### config.mk
export PLATFORM = sky130hd
export DESIGN_NAME = multdiv_step_counter
export DESIGN_NICKNAME = d
export VERILOG_FILES = /design/src/rtl/multdiv_step_counter.sv
export SDC_FILE = /design/constraint.sdc
export NUM_CORES = 1
export LEC_CHECK = 0
export ABC_AREA = 1
export BUFFER_PORTS_ARGS = -buffer_cell sky130_fd_sc_hd__buf_2
export CAP_MARGIN = 20
export CORE_ASPECT_RATIO = 1.4
export CORE_MARGIN = 2
export CORE_UTILIZATION = 48
export DETAILED_ROUTE_END_ITERATION = 16
export PLACE_DENSITY = 0.72
export SYNTH_ARGS = -nofsm -noshare
export SYNTH_HDL_FRONTEND = slang
export SYNTH_SLANG_ARGS = --single-unit
### constraint.sdc
create_clock -name clk -period 1.52 [get_ports clk]
set_input_delay 0.304 -clock clk [delete_from_list [all_inputs] [get_ports clk]]
set_output_delay 0.304 -clock clk [all_outputs]
set_load 0.03 [all_outputs]
### src/rtl/multdiv_step_counter.sv
// ============================================================================
// multdiv_step_counter : programmable step sequencer for the multdiv datapaths
// Revision 1.0 - initial release
// ============================================================================
`default_nettype none

module multdiv_step_counter #(
  parameter int WIDTH      = 6,
  parameter bit COUNT_DOWN = 1'b0
) (
  input  logic             clk,
  input  logic             clr_n,
  input  logic             start,
  input  logic [WIDTH-1:0] limit,
  input  logic             stall,
  input  logic             abort,
  output logic [WIDTH-1:0] count,
  output logic             busy,
  output logic             last,
  output logic             done
);

  localparam logic [WIDTH-1:0] C_ONE  = {{(WIDTH-1){1'b0}}, 1'b1};
  localparam logic [WIDTH-1:0] C_ZERO = '0;

  typedef enum logic [1:0] {
    S_IDLE = 2'd0,
    S_RUN  = 2'd1,
    S_DONE = 2'd2
  } state_t;

  state_t           r_state, w_state_nxt;
  logic [WIDTH-1:0] r_count, w_count_nxt;
  logic [WIDTH-1:0] r_limit, w_limit_nxt;
  logic [WIDTH-1:0] w_end;
  logic [WIDTH-1:0] w_first;
  logic [WIDTH-1:0] w_step;
  logic             w_accept;

  // limit_q == 0 wraps to all-ones, giving the 2^WIDTH-step case for free
  assign w_end    = COUNT_DOWN ? C_ZERO : (r_limit - C_ONE);
  assign w_first  = COUNT_DOWN ? (limit - C_ONE) : C_ZERO;
  assign w_step   = COUNT_DOWN ? (r_count - C_ONE) : (r_count + C_ONE);
  assign w_accept = start && !abort;

  always_ff @(posedge clk or negedge clr_n) begin
    if (!clr_n) begin
      r_state <= S_IDLE;
      r_count <= C_ZERO;
      r_limit <= C_ZERO;
    end else begin
      r_state <= w_state_nxt;
      r_count <= w_count_nxt;
      r_limit <= w_limit_nxt;
    end
  end

  always_comb begin
    w_state_nxt = r_state;
    w_count_nxt = r_count;
    w_limit_nxt = r_limit;
    case (r_state)
      S_IDLE, S_DONE: begin
        // DONE lasts one cycle; a start there restarts with no idle gap
        if (w_accept) begin
          w_state_nxt = S_RUN;
          w_count_nxt = w_first;
          w_limit_nxt = limit;
        end else begin
          w_state_nxt = S_IDLE;
          w_count_nxt = C_ZERO;
        end
      end
      S_RUN: begin
        if (abort) begin
          w_state_nxt = S_IDLE;
          w_count_nxt = C_ZERO;
        end else if (stall) begin
          w_state_nxt = S_RUN;
        end else if (r_count == w_end) begin
          w_state_nxt = S_DONE;
        end else begin
          w_count_nxt = w_step;
        end
      end
      default: begin
        w_state_nxt = S_IDLE;
        w_count_nxt = C_ZERO;
      end
    endcase
  end

  assign count = r_count;
  assign busy  = (r_state == S_RUN);
  assign last  = (r_state == S_RUN) && (r_count == w_end);
  assign done  = (r_state == S_DONE);

endmodule

`default_nettype wire

=== Yosys cells after proc, flatten, opt, wreduce, memory -nomap -nowiden ===
Index checks and enable logic that the tools add are counted.

* Bitwise gates (word level): 0
* $add $sub $neg: 2
* Multiplexer cells: 9
* Order comparisons: 0
* Div/mod/pow operators: 0
* Reduce and logical (&&, ||, !) cells: 7
* Multiply operators: 0
* Equal/unequal tests: 6
* Shift-type cells: 0

{| class="wikitable"
|+ Operators by type and width
! operator !! number
|-
| two-way mux 6 bit || 4
|-
| adder 6 x 1 -> 6 bit, second input constant || 1
|-
| equality test 6 bit || 1
|-
| two-way mux 2 bit || 3
|-
| inequality test 3 bit, second input constant || 2
|-
| subtractor 6 x 1 -> 6 bit, second input constant || 1
|-
| inequality test 4 x 3 -> 1 bit, second input constant || 1
|-
| one-hot mux 2 bit (2 select lines) || 1
|-
| AND reduction 2 bit || 2
|-
| equality test 2 x 1 -> 1 bit, second input constant || 1
|-
| equality test 2 bit, second input constant || 1
|-
| logical AND 1 bit || 2
|-
| zero test 2 bit || 1
|-
| OR reduction 2 bit || 1
|-
| zero test 1 bit || 1
|-
| two-way mux 1 bit || 1
|}

* Memories kept: 0
* Input port bits: 11
* Bits in read-only memories: 0
* Output and inout port bits: 9
* Memory bits (writable): 0
* Register bits: 14
* Latch bits: 0
* Logic and storage cells: 27

=== Logic depth before layout (Yosys ltp) ===
* Word-level depth: 6
* Gate-level depth with buffers: 12
* Gate-level depth less buffers: 12

=== Worst setup path before layout ===
No wires, ideal clock.

* Kind: flip-flop to output port
* Start: register r_limit[0]
* End: output port last
* Slack: -0.452 ns
* Cell stages (with the launch flop): 10
* Required time: 1.216 ns
* Path buffers: 0
* Arrival: 1.668 ns
* Path through: dfrtp_1 -> inv_2 -> ha_1 -> nand2_1 -> nand2_2 -> nor2_4 -> nand2_1 -> nor2_4 -> nand3_4 -> nor2_1

* Longest elaborated chain between the ends: 3

{| class="wikitable"
|+ RTL lines
! item !! RTL line !! text
|-
| start, declared || 34 || <nowiki>logic [WIDTH-1:0] r_limit, w_limit_nxt;</nowiki>
|-
| start signal, assigned || 54 || <nowiki>r_limit <= w_limit_nxt;</nowiki>
|-
| subtractor 6 x 1 -> 6 bit || 41 || <nowiki>assign w_end = COUNT_DOWN ? C_ZERO : (r_limit - C_ONE);</nowiki>
|-
| equality test 6 bit || 95 || <nowiki>assign last = (r_state == S_RUN) && (r_count == w_end);</nowiki>
|-
| logical AND 1 bit || 95 ||
|-
| end, declared || 19 || <nowiki>output logic last,</nowiki>
|}

No other way between the ends.

=== Worst setup path in the final report ===
* Start: register r_limit[1]
* End: output port last

Same word-level chain as after synthesis.

==> summary.txt <==
STA
  • Clock skew: 0.00313 ns
  • Least-Margin Pin Slew: 0.353 ns
  • Period utilisation layout: 135%
  • Final hold vios: 0
  • Setup WS post-layout: -0.538 ns
  • Count of final setup violators: 9
  • Final Max Tran Viols: 0
  • Final min period: roughly 2.1 ns
  • F_max: 0.486 GHz
  • RSZ-0062 raised after global routing: yes
  • Worst slew margin: 76.5%

Worst setup path
  • Max FO, Critical Path: 2
  • WP data required: about 1.2 ns
  • Setup crit end kind: output pin
  • Critical path depth: 11
  • CP peak stage delay: roughly 0.39 ns
  • Cells on worst reg2reg path: 13
  • Path type of the worst setup path: reg2out
  • Slowest CP cell: dfrtp_1
  • Crit path max-delay family: simple AND/OR/NAND/NOR gates
  • Crit-path cells: inv_2, ha_4, inv_2, nand2_2, nand2_2, nor2_4, nand2_2, nor2_4, nand3_4, nor2_4, buf_6
  • Startpoint Class: flip-flop
  • Worst path bufs/invs: 3
  • Critical Path AT: 1.75 ns

Outcome
  • Status: finished, violations left
  • Failing checks: setup timing

Detailed routing
  • Post-DRT Antenna Nets: 0
  • Iteration count of the initial detailed-routing pass: 4
  • Drt initial violations: 32
  • DRC: 0
  • Vias: 1091
  • Vias per inst: 5.07
  • Final WL: 2.65 mm
  • DR WL/cell: ~12 um

Finish
  • Share of layout cells above drive strength 1: between 40% and 50%
  • Syn-to-layout area delta: 40.8%
  • Commonest non-fill, non-tap cell in the layout: nand2_1
  • Commonest non-fill, non-tap cells in the layout: nand2_1, buf_4, inv_1, buf_2, nand3_1
  • Register area: ~350 sq um
  • ANT cells: 0
  • Multi-input logic area: around 620 sq um
  • Layout Nets: approximately 210
  • FILL cells: ~170

Floorplanning
  • Die ar.: 2490 sq um
  • Site Rows: 19
  • Die outline height: 58.2 um
  • Die X-Extent: around 43 um
  • Initial core utilization: 51.1%
  • Io pins: 20
  • Total core area: roughly 2000 sq um

Power
  • Static leakage: about 0.76 nW
  • Pwr Total: between 1 and 1.5 mW
  • Worst IR drop on VDD: ~610 uV
  • Power per standard cell area: slightly above 900 nW/um^2

Global route
  • GR Util met2: around 40%
  • Grt ovf: 0
  • Vias in the first global route: 1018
  • Initial antenna violation count: 0
  • Largest net degree at the start of global routing: 15
  • All-layer global routing usage: between 20% and 30%
  • Met3 GRT Util: approximately 1.9%
  • Grt peak-use layer: met2
  • First-pass GRT wire length: approximately 4.3 mm
  • Met1 Track Usage GR: between 20 and 30%

Clock tree
  • Sink Count: 14
  • Worst skew pair latency: around 0.3 ns
  • Bufs on Longest Clock Path: 2
  • CTS tree: yes
  • CTS H-tree lvls: 1
  • Reg clk slew, reported paths: around 0.09 ns
  • CTS buffer count: 3
  • CTS Root Cell: clkbuf_4

Logic synthesis
  • Flops & latches, synth: 14
  • Syn Area/Cell: 6.77 sq um
  • Ys Warns: 0
  • Cells after Synth: between 100 and 150
  • Netlist cell types: 22
  • Total nets after synthesis: around 160
  • Post-Syn Area: between 1000 and 1500 sq um
  • Sequential share of the synthesized area: between 30% and 40%

Min path
  • Hold path cells: 3
  • Hold crit path type: in2reg

Placed design
  • Port bufs: 19
  • Pre-CTS setup slack: -0.233 ns
  • Placer Congestion: 0.903
  • HPWL after detailed placement: approximately 2.0 mm

Job
  • Max-capacitance violation count: 0
## per-layer routing
metal | vias up | part of all wire, %
li1 | 557 | -
met1 | 506 | 42
met2 | 23 | 53
met3 | 5 | 3.2
met4 | 0 | 1.6
met5 | - | 0
## worst register-to-register path, stage by stage, from the launching register on
cell     delay, ns
dfrtp_1       0.39
inv_2         0.06
ha_4          0.27
inv_2         0.03
nand2_2       0.05
nand2_2       0.06
nor2_4        0.11
nand2_2       0.07
nor2_4        0.10
nand3_4       0.08
buf_4         0.14
buf_6         0.13
o21ai_2       0.12
nand2_1       0.06
## power breakdown
group	switching [mW]	total [mW]	internal, mW
Clock	0.141	0.287	0.146
Combinational	0.338	0.588	0.250
Sequential	0.0327	0.443	0.410
Total	0.512	1.32	0.806
## state kept, by name, indices dropped and copies added (netlist names)
name     flops
r_limit      6
count        6
r_state      2
## final timing paths
kind | end | slack (ns) | from
worst min-delay path | r_limit[5] | 0.21 | limit[5]
worst min register to register | r_limit[5] | 0.52 | r_limit[5]
min in group asynchronous | count[1] | 0.44 | clr_n
worst max-delay path | last | -0.54 | r_limit[1]
worst max register to register | r_state[0] | -0.25 | r_limit[1]
max in group asynchronous | r_limit[5] | 0.82 | clr_n
## per-stage QoR
stage	hold WS [ns]	utilization, %	setup TNS (ns)	cell area (sq um)	cells
final	0.205	72.0	-2.37	1420	215
after global routing	0.223	72.0	-3.02	1420	215
after CTS	0.201	69.7	-2.17	1380	213
after detailed placement	0.229	65.2	-1.11	1290	206
after global placement	0.218	65.2	-0.601	1290	206
after floorplan	0.00841	-	-0.168	1030	149
## logic make-up (layout without fill, tap and decap cells)
kind of cell	after synthesis	in the layout	share of synthesized area (%)
compound gates	7	7	3.47
xor+xnor	1	1	0.869
fa+ha+maj	2	2	2.48
buf+inv	25	70	9.43
flops	14	14	34.7
simple gates	100	100	49.0
## final cells by class
type / instances / share of cell area, %
flip-flops and latches: 14 / 24.7
repair buffers: 43 / 21.0
clock buffers: 4 / 2.56
inverters: 23 / 6.08
well taps: 21 / 1.85
multi-input cells: 110 / 43.9
## cells in the mapped netlist, drive strengths merged
master  number  share of area [%]
buf          1               0.50
clkbuf       1               0.37
dfrtp       14                 35
ha           2                2.5
inv         23                8.6
nand2       54                 23
nand3       22                 13
nand4        3                1.9
nor2        16                7.7
nor3b        1                1.2
nor4         3                1.9
o21ai        7                3.5
or2          1               0.62
xnor2        1               0.87
## repair_timing
| action | 4_1_cts | 5_1_grt |
|---|---|---|
| endpoints found under the hold margin | 14 | 0 |
| pin swaps | 2 | 4 |
| hold buffers | 1 | 0 |
| setup endpoints to repair | 9 | 10 |
| gates resized for setup | 6 | 10 |
| setup buffers | 2 | 3 |
| gates cloned | 0 | 0 |
(Power assumes the default switching activity.)
